## src/rtl/rob_if.sv

```systemverilog
// Reorder-buffer bus: dispatch request/grant, CDB completion and retire
// signals bundled between the decode/rename side (master) and the ROB (slave).
interface rob_if #(
  parameter int IDX_W = 5,
  parameter int TAG_W = 7
);
  logic [1:0]       id_dispatch_num;
  logic [TAG_W-1:0] fl_tag_a;
  logic [TAG_W-1:0] fl_tag_b;
  logic [TAG_W-1:0] mt_old_tag_a;
  logic [TAG_W-1:0] mt_old_tag_b;
  logic             cdb_valid_a;
  logic             cdb_valid_b;
  logic [IDX_W-1:0] cdb_idx_a;
  logic [IDX_W-1:0] cdb_idx_b;

  logic [1:0]       rob_dispatch_num;
  logic [IDX_W-1:0] rob_idx_a;
  logic [IDX_W-1:0] rob_idx_b;
  logic [1:0]       rob_retire_num;
  logic [TAG_W-1:0] rob_retire_a;
  logic [TAG_W-1:0] rob_retire_b;
  logic             rob_full;
  logic             rob_empty;
  logic [IDX_W:0]   rob_count;

  modport slave (
    input  id_dispatch_num, fl_tag_a, fl_tag_b, mt_old_tag_a, mt_old_tag_b,
           cdb_valid_a, cdb_valid_b, cdb_idx_a, cdb_idx_b,
    output rob_dispatch_num, rob_idx_a, rob_idx_b, rob_retire_num,
           rob_retire_a, rob_retire_b, rob_full, rob_empty, rob_count
  );

  modport master (
    output id_dispatch_num, fl_tag_a, fl_tag_b, mt_old_tag_a, mt_old_tag_b,
           cdb_valid_a, cdb_valid_b, cdb_idx_a, cdb_idx_b,
    input  rob_dispatch_num, rob_idx_a, rob_idx_b, rob_retire_num,
           rob_retire_a, rob_retire_b, rob_full, rob_empty, rob_count
  );
endinterface

```

## src/rtl/rob.sv

```systemverilog
// Two-wide reorder buffer: circular buffer of ROB_SIZE entries, in-order
// dispatch at the tail, out-of-order completion from two CDB ports, and
// in-order retirement of up to two entries per cycle from the head.
module rob #(
  parameter int ROB_SIZE = 32,
  parameter int IDX_W    = 5,
  parameter int TAG_W    = 7
) (
  input logic clock,
  input logic reset,
  rob_if.slave bus
);

  localparam logic [IDX_W:0] SIZE_C = (IDX_W+1)'(ROB_SIZE);

  logic [ROB_SIZE-1:0] valid_q, valid_d;
  logic [ROB_SIZE-1:0] complete_q, complete_d;
  logic [TAG_W-1:0]    new_tag_q [ROB_SIZE];
  logic [TAG_W-1:0]    old_tag_q [ROB_SIZE];
  logic [IDX_W-1:0]    head_q, head_d;
  logic [IDX_W-1:0]    tail_q, tail_d;
  logic [IDX_W:0]      count_q, count_d;

  logic [IDX_W-1:0]    head1;
  logic [IDX_W-1:0]    tail1;
  logic [IDX_W:0]      free_slots;
  logic [1:0]          req;
  logic [1:0]          disp;
  logic [1:0]          ret_num;
  logic                ret0;
  logic                ret1;

  assign head1 = head_q + IDX_W'(1);
  assign tail1 = tail_q + IDX_W'(1);

  // Dispatch grant: clamp the request to 2 and to the free space seen at the
  // start of the cycle; forced to zero while reset is held.
  always_comb begin
    req        = (bus.id_dispatch_num == 2'd3) ? 2'd2 : bus.id_dispatch_num;
    free_slots = SIZE_C - count_q;
    disp       = 2'd0;
    if (reset) begin
      if (free_slots >= (IDX_W+1)'(2)) begin
        disp = req;
      end else if (free_slots == (IDX_W+1)'(1) && req != 2'd0) begin
        disp = 2'd1;
      end
    end
  end

  // Retire selection from registered state only; head+1 retires only behind head.
  always_comb begin
    ret0    = valid_q[head_q] & complete_q[head_q];
    ret1    = ret0 & valid_q[head1] & complete_q[head1];
    ret_num = ret1 ? 2'd2 : (ret0 ? 2'd1 : 2'd0);
  end

  // Next entry state: completions first, then retire clears, then dispatch
  // writes so a same-index dispatch wins over a CDB write.
  always_comb begin
    valid_d    = valid_q;
    complete_d = complete_q;
    if (bus.cdb_valid_a && valid_q[bus.cdb_idx_a]) complete_d[bus.cdb_idx_a] = 1'b1;
    if (bus.cdb_valid_b && valid_q[bus.cdb_idx_b]) complete_d[bus.cdb_idx_b] = 1'b1;
    if (ret0) begin
      valid_d[head_q]    = 1'b0;
      complete_d[head_q] = 1'b0;
    end
    if (ret1) begin
      valid_d[head1]    = 1'b0;
      complete_d[head1] = 1'b0;
    end
    if (disp != 2'd0) begin
      valid_d[tail_q]    = 1'b1;
      complete_d[tail_q] = 1'b0;
    end
    if (disp == 2'd2) begin
      valid_d[tail1]    = 1'b1;
      complete_d[tail1] = 1'b0;
    end
    head_d  = head_q + IDX_W'(ret_num);
    tail_d  = tail_q + IDX_W'(disp);
    count_d = count_q + (IDX_W+1)'(disp) - (IDX_W+1)'(ret_num);
  end

  // Control state with asynchronous clear of pointers, occupancy and flags.
  always_ff @(posedge clock or negedge reset) begin
    if (!reset) begin
      valid_q    <= '0;
      complete_q <= '0;
      head_q     <= '0;
      tail_q     <= '0;
      count_q    <= '0;
    end else begin
      valid_q    <= valid_d;
      complete_q <= complete_d;
      head_q     <= head_d;
      tail_q     <= tail_d;
      count_q    <= count_d;
    end
  end

  // Tag payload written on accepted slots; no reset needed since valid gates it.
  always_ff @(posedge clock) begin
    if (disp != 2'd0) begin
      new_tag_q[tail_q] <= bus.fl_tag_a;
      old_tag_q[tail_q] <= bus.mt_old_tag_a;
    end
    if (disp == 2'd2) begin
      new_tag_q[tail1] <= bus.fl_tag_b;
      old_tag_q[tail1] <= bus.mt_old_tag_b;
    end
  end

  assign bus.rob_dispatch_num = disp;
  assign bus.rob_idx_a        = tail_q;
  assign bus.rob_idx_b        = tail1;
  assign bus.rob_retire_num   = ret_num;
  assign bus.rob_retire_a     = ret0 ? old_tag_q[head_q] : '0;
  assign bus.rob_retire_b     = ret1 ? old_tag_q[head1] : '0;
  assign bus.rob_count        = count_q;
  assign bus.rob_full         = (count_q == SIZE_C);
  assign bus.rob_empty        = (count_q == '0);

endmodule

```

## src/flat_wrapper.sv

```systemverilog
// flat-port wrapper written by rule: the top's interface ports become plain ports
module rob_flat 
#(
  parameter int ROB_SIZE = 32,
  parameter int IDX_W    = 5,
  parameter int TAG_W    = 7
)
  (clock, reset, bus_id_dispatch_num, bus_fl_tag_a, bus_fl_tag_b, bus_mt_old_tag_a, bus_mt_old_tag_b, bus_cdb_valid_a, bus_cdb_valid_b, bus_cdb_idx_a, bus_cdb_idx_b, bus_rob_dispatch_num, bus_rob_idx_a, bus_rob_idx_b, bus_rob_retire_num, bus_rob_retire_a, bus_rob_retire_b, bus_rob_full, bus_rob_empty, bus_rob_count);
  rob_if #(.IDX_W(IDX_W), .TAG_W(TAG_W)) bus_i ();
  input logic clock;
  input logic reset;
  input wire logic [$bits(bus_i.id_dispatch_num)-1:0] bus_id_dispatch_num;
  input wire logic [$bits(bus_i.fl_tag_a)-1:0] bus_fl_tag_a;
  input wire logic [$bits(bus_i.fl_tag_b)-1:0] bus_fl_tag_b;
  input wire logic [$bits(bus_i.mt_old_tag_a)-1:0] bus_mt_old_tag_a;
  input wire logic [$bits(bus_i.mt_old_tag_b)-1:0] bus_mt_old_tag_b;
  input wire logic [$bits(bus_i.cdb_valid_a)-1:0] bus_cdb_valid_a;
  input wire logic [$bits(bus_i.cdb_valid_b)-1:0] bus_cdb_valid_b;
  input wire logic [$bits(bus_i.cdb_idx_a)-1:0] bus_cdb_idx_a;
  input wire logic [$bits(bus_i.cdb_idx_b)-1:0] bus_cdb_idx_b;
  output wire logic [$bits(bus_i.rob_dispatch_num)-1:0] bus_rob_dispatch_num;
  output wire logic [$bits(bus_i.rob_idx_a)-1:0] bus_rob_idx_a;
  output wire logic [$bits(bus_i.rob_idx_b)-1:0] bus_rob_idx_b;
  output wire logic [$bits(bus_i.rob_retire_num)-1:0] bus_rob_retire_num;
  output wire logic [$bits(bus_i.rob_retire_a)-1:0] bus_rob_retire_a;
  output wire logic [$bits(bus_i.rob_retire_b)-1:0] bus_rob_retire_b;
  output wire logic [$bits(bus_i.rob_full)-1:0] bus_rob_full;
  output wire logic [$bits(bus_i.rob_empty)-1:0] bus_rob_empty;
  output wire logic [$bits(bus_i.rob_count)-1:0] bus_rob_count;
  assign bus_i.id_dispatch_num = bus_id_dispatch_num;
  assign bus_i.fl_tag_a = bus_fl_tag_a;
  assign bus_i.fl_tag_b = bus_fl_tag_b;
  assign bus_i.mt_old_tag_a = bus_mt_old_tag_a;
  assign bus_i.mt_old_tag_b = bus_mt_old_tag_b;
  assign bus_i.cdb_valid_a = bus_cdb_valid_a;
  assign bus_i.cdb_valid_b = bus_cdb_valid_b;
  assign bus_i.cdb_idx_a = bus_cdb_idx_a;
  assign bus_i.cdb_idx_b = bus_cdb_idx_b;
  assign bus_rob_dispatch_num = bus_i.rob_dispatch_num;
  assign bus_rob_idx_a = bus_i.rob_idx_a;
  assign bus_rob_idx_b = bus_i.rob_idx_b;
  assign bus_rob_retire_num = bus_i.rob_retire_num;
  assign bus_rob_retire_a = bus_i.rob_retire_a;
  assign bus_rob_retire_b = bus_i.rob_retire_b;
  assign bus_rob_full = bus_i.rob_full;
  assign bus_rob_empty = bus_i.rob_empty;
  assign bus_rob_count = bus_i.rob_count;
  rob #(.ROB_SIZE(ROB_SIZE), .IDX_W(IDX_W), .TAG_W(TAG_W)) u_core (.clock(clock), .reset(reset), .bus(bus_i));
endmodule
```

## config.mk

```make
export PLATFORM = sky130hd
export DESIGN_NAME = rob_flat
export DESIGN_NICKNAME = d
export VERILOG_FILES = /design/src/rtl/rob_if.sv /design/src/rtl/rob.sv /design/src/flat_wrapper.sv
export SDC_FILE = /design/constraint.sdc
export NUM_CORES = 1
export LEC_CHECK = 0
export BUFFER_PORTS_ARGS = -buffer_cell sky130_fd_sc_hd__buf_4
export CAP_MARGIN = 15
export CORE_MARGIN = 2
export CORE_UTILIZATION = 35
export DETAILED_ROUTE_END_ITERATION = 10
export SLEW_MARGIN = 15
export SYNTH_ARGS = -nofsm -noshare
export SYNTH_HDL_FRONTEND = slang
export SYNTH_SLANG_ARGS = --single-unit
```

## constraint.sdc

```tcl
create_clock -name clock -period 11.4 [get_ports clock]
set_input_delay 1.14 -clock clock [delete_from_list [all_inputs] [get_ports clock]]
set_output_delay 1.14 -clock clock [all_outputs]
set_load 0.02 [all_outputs]
```

==> flow_metrics.tcl, run 1 <==
set metrics [dict create \
    grt_setup_unrepaired "false" \
    drt-pass1-iter-count 5 \
    die-area_mm2 0.0585 \
    cts_tree "built" \
    worst_slack_ps 4240 \
    hp-class "in2async" \
    synth_top_area_share_pct 33.9 \
    area_delta_synth_final_pct 11.7 \
    synth_area_per_cell_um2 12.5 \
    ctsHoldBuffers 0 \
    yosysSeqAreaShare_pct 44.0 \
    cts_buffers 36 \
    synthXorXnorAreaFrac_pct 0.751 \
    routed_wirelength_mm 67.4 \
    post_cts_resized 0 \
    clock.fmax_mhz 140 \
    port_buffers 65 \
    synthCells 1586 \
    h-tree-depth 2 \
    status "complete, no violations" \
    ant_nets 0 \
    fin_nets 1670 \
    ys_warn_count 0 \
    clk_pin_slew_ps 60 \
    grt.total_usage_pct 22.4 \
    cp.arrival_ps 6020 \
    synth.area.mux_share_pct 29.5 \
    final_cell_mix "mux2_2 (225), edfxtp_1 (224), mux4_2 (120), buf_4 (111), nor2_1 (91)" \
    period_share_pct 62.8 \
    syn_area_mm2 0.0198 \
    fin_skew_ps 20.7 \
    grt_pass1_vias 14520 \
    post_cts_buffers 0 \
    worstSkewPairLatency_ps 570 \
    die_y_um 242 \
    cp.depth 10 \
    path_cells "inv_1 -> ha_4 -> buf_4 -> a31oi_1 -> mux4_2 -> mux2i_2 -> and2_1 -> o21ai_2 -> a221oi_1 -> buf_4" \
    switching_share_pct 45.8 \
    crit_top_cell "buf_4" \
    place.gp.congestion 0.927 \
    synth_top_cell_by_area "edfxtp_1" \
    antenna_found_initial 3 \
    initial_core_util_pct 35.3 \
    drcViolationCount 0 \
    clockBufferDepth 3 \
    syn_nets 1664 \
    tightest_slew_ps 1110 \
    synth_compound_area_share_pct 9.68 \
    critPathKind "reg2out" \
    setup_viol 0 \
    drt_iter0_markers 1837 \
    drive_gt1_share_pct 33.1 \
    hold_viol_final 0 \
    critPathSlowestCell "ha_4" \
    drv_slew 0 \
    overflow 0 \
    grt_start_max_net_pins 70 \
    cp.required_ps 10260 \
    cap_violations 0 \
    hpwlAfterDp_mm 45.9 \
    pwr-share-comb_pct 55.2 \
    synthTopCellsByArea "edfxtp_1 (34%), mux4_2 (14%), mux2_2 (13%)" \
    cp-start-kind "flop" \
    synth_top_family_by_area "multiplexers" \
    switchingPower_uw 2860 \
    synthArstFlopShare_pct 26.3 \
    fp-row-count 87 \
    synth_seq_cells 304 \
    vdd_drop_max_uv 230 \
    synthAdderAreaFrac_pct 2.30 \
    hold-worst-slack_ps 426 \
    cp_top_family "buffers and inverters" \
    maxSlewHeadroom_pct 25.9 \
    synth-main-ff-cell "edfxtp_1" \
    tritoncts_num_sinks 304 \
    grt_pass1_wl_mm 98.1 \
    die_w_um 242 \
    leakagePower_uw 0.00769 \
    wire_per_inst_um 28.4 \
    max_stage_delay_ps 800 \
    p_int_uw 3390 \
    vias_per_cell 6.34 \
    pwr-share-seq_pct 26.6 \
    design.core.area_mm2 0.0562 \
    cp-end-kind "output pin" \
    synth_edf_count 224 \
    r2r_cells 17 \
    pre_cts_slack_ps 4990 \
    synth-simple-area-share_pct 9.69 \
    vias 15042 \
    path_max_fanout 47 \
    final_common_cell "mux2_2" \
    path_buf_inv 3 \
    root_buffer "clkbuf_16" \
    p_per_area_mw_per_mm2 283 \
    ys_types 74 \
    pwr-share-clk_pct 18.2 \
    timing.setup.tns_ps 0 \
    min_period_ps 7160 \
    ios 80 \
]
## through the flow
step | utilization, % | cell area, µm² | total power (µW) | std cells
after global routing | 39.4 | 22100 | 6510 | 2373
after detailed placement | 37.4 | 21000 | 5060 | 2310
after CTS | 39.4 | 22100 | 6200 | 2373
after global placement | 37.4 | 21000 | 5010 | 2310
final | 39.4 | 22100 | 6260 | 2374
after floorplan | - | 19800 | 3910 | 1586
## cell type report
cell class / instances / area (µm²)
Sequential cell: 304 / 8740
Clock inverter: 19 / 166
Tap cell: 756 / 946
Clock buffer: 44 / 952
Timing Repair Buffer: 111 / 833
Inverter: 38 / 143
Antenna cell: 1 / 2.50
Fill cell: 5383 / 34000
Multi-Input combinational cell: 1101 / 10400
## synth_stat cells, drive strengths merged (3+ instances only)
master and number:
nand4b 3, o31ai 4, xnor2 9, mux2i 61, mux4 120, xor2 8, dfrtp 80, and3b 11
nand4 10, or3b 9, a32o 7, inv 37, a31oi 19, nand3b 12, a21oi 29, a221oi 32
nand3 37, or3 7, mux2 225, nor2 91, nand2b 10, edfxtp 224, a22oi 7, nand2 86
nor3 38, ha 30, a211oi 11, buf 77, o21ai 31, nor3b 10, or4 9, o221ai 9
and3 8, nor2b 6, fa 4, clkbuf 66, o22ai 73, o21bai 15, o32ai 9, and2 12
a21o 8
## final timing paths
kind                                    start                 endpoint  slack, ps
hold / removal                          reset  u_core.bus.rob_idx_a[0]        430
setup / recovery             u_core.head_q[0]      bus_rob_retire_b[3]       4240
hold reg to reg            u_core.valid_q[16]       u_core.valid_q[16]        600
setup reg to reg             u_core.head_q[0]  u_core.bus.rob_count[5]       5130
max in group asynchronous               reset         u_core.head_q[1]       9590
min in group clock         u_core.valid_q[16]       u_core.valid_q[16]        600
## state kept, by name, indices dropped and copies added (netlist names)
signal / flops
u_core.complete_q: 32
u_core.head_q: 5
u_core.valid_q: 32
u_core.old_tag_q: 224
u_core.bus.rob_idx_a: 5
u_core.bus.rob_count: 6
## cell families (layout without fill, tap and decap cells)
kind of cell,after synthesis,count (layout)
adder cells (fa/ha/maj),34,34
other,0,1
XOR/XNOR,17,17
AND/OR/NAND/NOR,370,370
flip-flops,304,304
AO/OA/AOI/OAI,274,274
buffers and inverters,181,212
multiplexers,406,406
## power groups by stage
| stage | Clock, µW | Combinational, µW | Sequential, µW |
|---|---|---|---|
| final | 1140 | 3460 | 1660 |
| after global routing | 1190 | 3630 | 1690 |
| after CTS | 1150 | 3390 | 1650 |
| after detailed placement | 0 | 3380 | 1680 |
| after global placement | 0 | 3340 | 1660 |
| after floorplan | 0 | 2340 | 1580 |
## layer usage
metal / routed length (µm) / vias up / track usage (%)
li1: - / 6302 / -
met4: 1840 / 2 / 6.97
met1: 27400 / 7724 / 30.9
met2: 31000 / 895 / 35.0
met5: 11 / - / 0
met3: 7130 / 119 / 5.36
Note: power is estimated with default switching activity, not from simulation.
==> run 2, diff against run 1 <==
clock period = 6.56 ns   (was 11.4 ns; I/O delays follow)
==> flow_metrics.tcl, run 2 (same netlist as run 1, synthesis figures left out) <==
set metrics [dict create \
    cp-start-kind "flop" \
    status "complete, no violations" \
    cts_tree "built" \
    cp.arrival_ps 4640 \
    setup_viol 0 \
    post_cts_buffers 0 \
    initial_core_util_pct 35.3 \
    ant_nets 0 \
    critPathKind "reg2out" \
    vdd_drop_max_uv 463 \
    top_regs "u_core.old_tag_q: 224 flops, u_core.complete_q: 32 flops, u_core.valid_q: 32 flops" \
    pre_cts_slack_ps 1520 \
    critPathSlowestCell "dfrtp_1" \
    busiest_layer "met2" \
    drcViolationCount 0 \
    drt_iter0_markers 2153 \
    pwr-share-comb_pct 54.6 \
    timing.setup.tns_ps 0 \
    ios 80 \
    fin_cells 2379 \
    antenna_found_initial 2 \
    drv_slew 0 \
    place_inst 2314 \
    max_stage_delay_ps 800 \
    path_max_fanout 19 \
    pwr-share-clk_pct 18.4 \
    rrSetupSlack_ps 1410 \
    post-route-util_pct 39.5 \
    maxSlewHeadroom_pct 26.0 \
    vias 15018 \
    grtUsageMet3_pct 5.14 \
    largest_register_ffs 224 \
    p_per_area_mw_per_mm2 490 \
    min_period_ps 5300 \
    met2_usage_pct 35.4 \
    hp-class "in2async" \
    routed_wirelength_mm 66.9 \
    power_uw 10900 \
    post_cts_resized 0 \
    root_buffer "clkbuf_16" \
    area_delta_synth_final_pct 12.0 \
    grt_start_max_net_pins 128 \
    fin_nets 1674 \
    overflow 0 \
    ctsHoldBuffers 0 \
    hpwlAfterDp_mm 45.9 \
    final_cell_mix "mux2_2 (225), edfxtp_1 (224), mux4_2 (120), buf_4 (114), nor2_1 (91)" \
    die_y_um 242 \
    worst_slack_ps 1260 \
    vias_per_cell 6.31 \
    path_buf_inv 2 \
    period_share_pct 80.8 \
    design.core.area_mm2 0.0562 \
    drive_gt1_share_pct 33.0 \
    p_int_uw 5950 \
    cap_violations 0 \
    grt_setup_unrepaired "false" \
    clockBufferDepth 3 \
    die-area_mm2 0.0585 \
    grt_use_met1_pct 30.6 \
    port_buffers 65 \
    cp_top_family "compound AO/OA/AOI/OAI gates" \
    final_common_cell "mux2_2" \
    grt_pass1_wl_mm 97.8 \
    cts_buffers 36 \
    drt-pass1-iter-count 8 \
    grt.total_usage_pct 22.4 \
    die_w_um 242 \
    pwr-share-seq_pct 27.1 \
    fp-row-count 87 \
    leakagePower_uw 0.00772 \
    clock.fmax_mhz 189 \
    tightest_slew_ps 1100 \
    place.gp.congestion 0.936 \
    clk_pin_slew_ps 60 \
    switching_share_pct 45.3 \
    worstSkewPairLatency_ps 570 \
    hold_viol_final 0 \
    path_cells "nand3_1 -> o22ai_1 -> nor2_1 -> o211a_1 -> nor2_1 -> buf_4 -> o21ai_2 -> a221oi_1 -> buf_4" \
    regMostFlops "u_core.old_tag_q" \
    wire_per_inst_um 28.1 \
    cp-end-kind "output pin" \
    grt_pass1_vias 14480 \
    switchingPower_uw 4920 \
    h-tree-depth 2 \
    cp.required_ps 5900 \
    tritoncts_num_sinks 304 \
    fin_skew_ps 31.9 \
]
[run 2: final timing paths]
path / to / from / cells past startpoint
worst max-delay path: bus_rob_retire_b[3] / u_core.head_q[3] / 9
worst min-delay path: u_core.bus.rob_idx_a[4] / reset / 1
worst max register to register: u_core.bus.rob_count[5] / u_core.head_q[1] / 16
worst min register to register: u_core.valid_q[15] / u_core.valid_q[15] / 1
max in group asynchronous: u_core.head_q[1] / reset / 2
min in group clock: u_core.bus.rob_idx_a[0] / bus_id_dispatch_num[1] / 3
[run 2: worst reg2reg max path: cells and delay by family, from the launching register on]
family | cells | cell delay [ps]
AO/OA/AOI/OAI | 5 | 1530
adder cells (fa/ha/maj) | 3 | 1370
AND/OR/NAND/NOR | 6 | 810
flip-flops | 1 | 620
multiplexers | 1 | 580
XOR/XNOR | 1 | 150
[run 2: layout make-up]
class,count,area (µm²)
multi-input cells,1101,10300
fillers,5379,34000
clock inverters,16,159
inverters,38,143
repair buffers,115,876
clock buffers,48,977
flip-flops and latches,304,8740
well taps,756,946
diodes,1,2.50
[run 2: metrics by stage]
| step | hold slack, ps | cell area (µm²) |
|---|---|---|
| floorplan | 360 | 19800 |
| global placement | 580 | 21000 |
| detailed placement | 578 | 21000 |
| CTS | 104 | 22200 |
| global route | 136 | 22200 |
| finish | 95.5 | 22200 |
[run 2: routing by layer]
metal | up-vias | share of wire (%)
li1 | 6318 | -
met1 | 7693 | 41
met2 | 865 | 46
met3 | 142 | 10
met4 | 0 | 2.7
met5 | - | 0
[run 2: power by group through the flow]
stage	registers, µW	clock network [µW]	logic, µW
after floorplan	2740	0	4070
after global placement	2940	0	5750
after detailed placement	2960	0	5810
after CTS	2920	2010	5830
after global routing	2980	2090	6270
final	2940	2000	5930
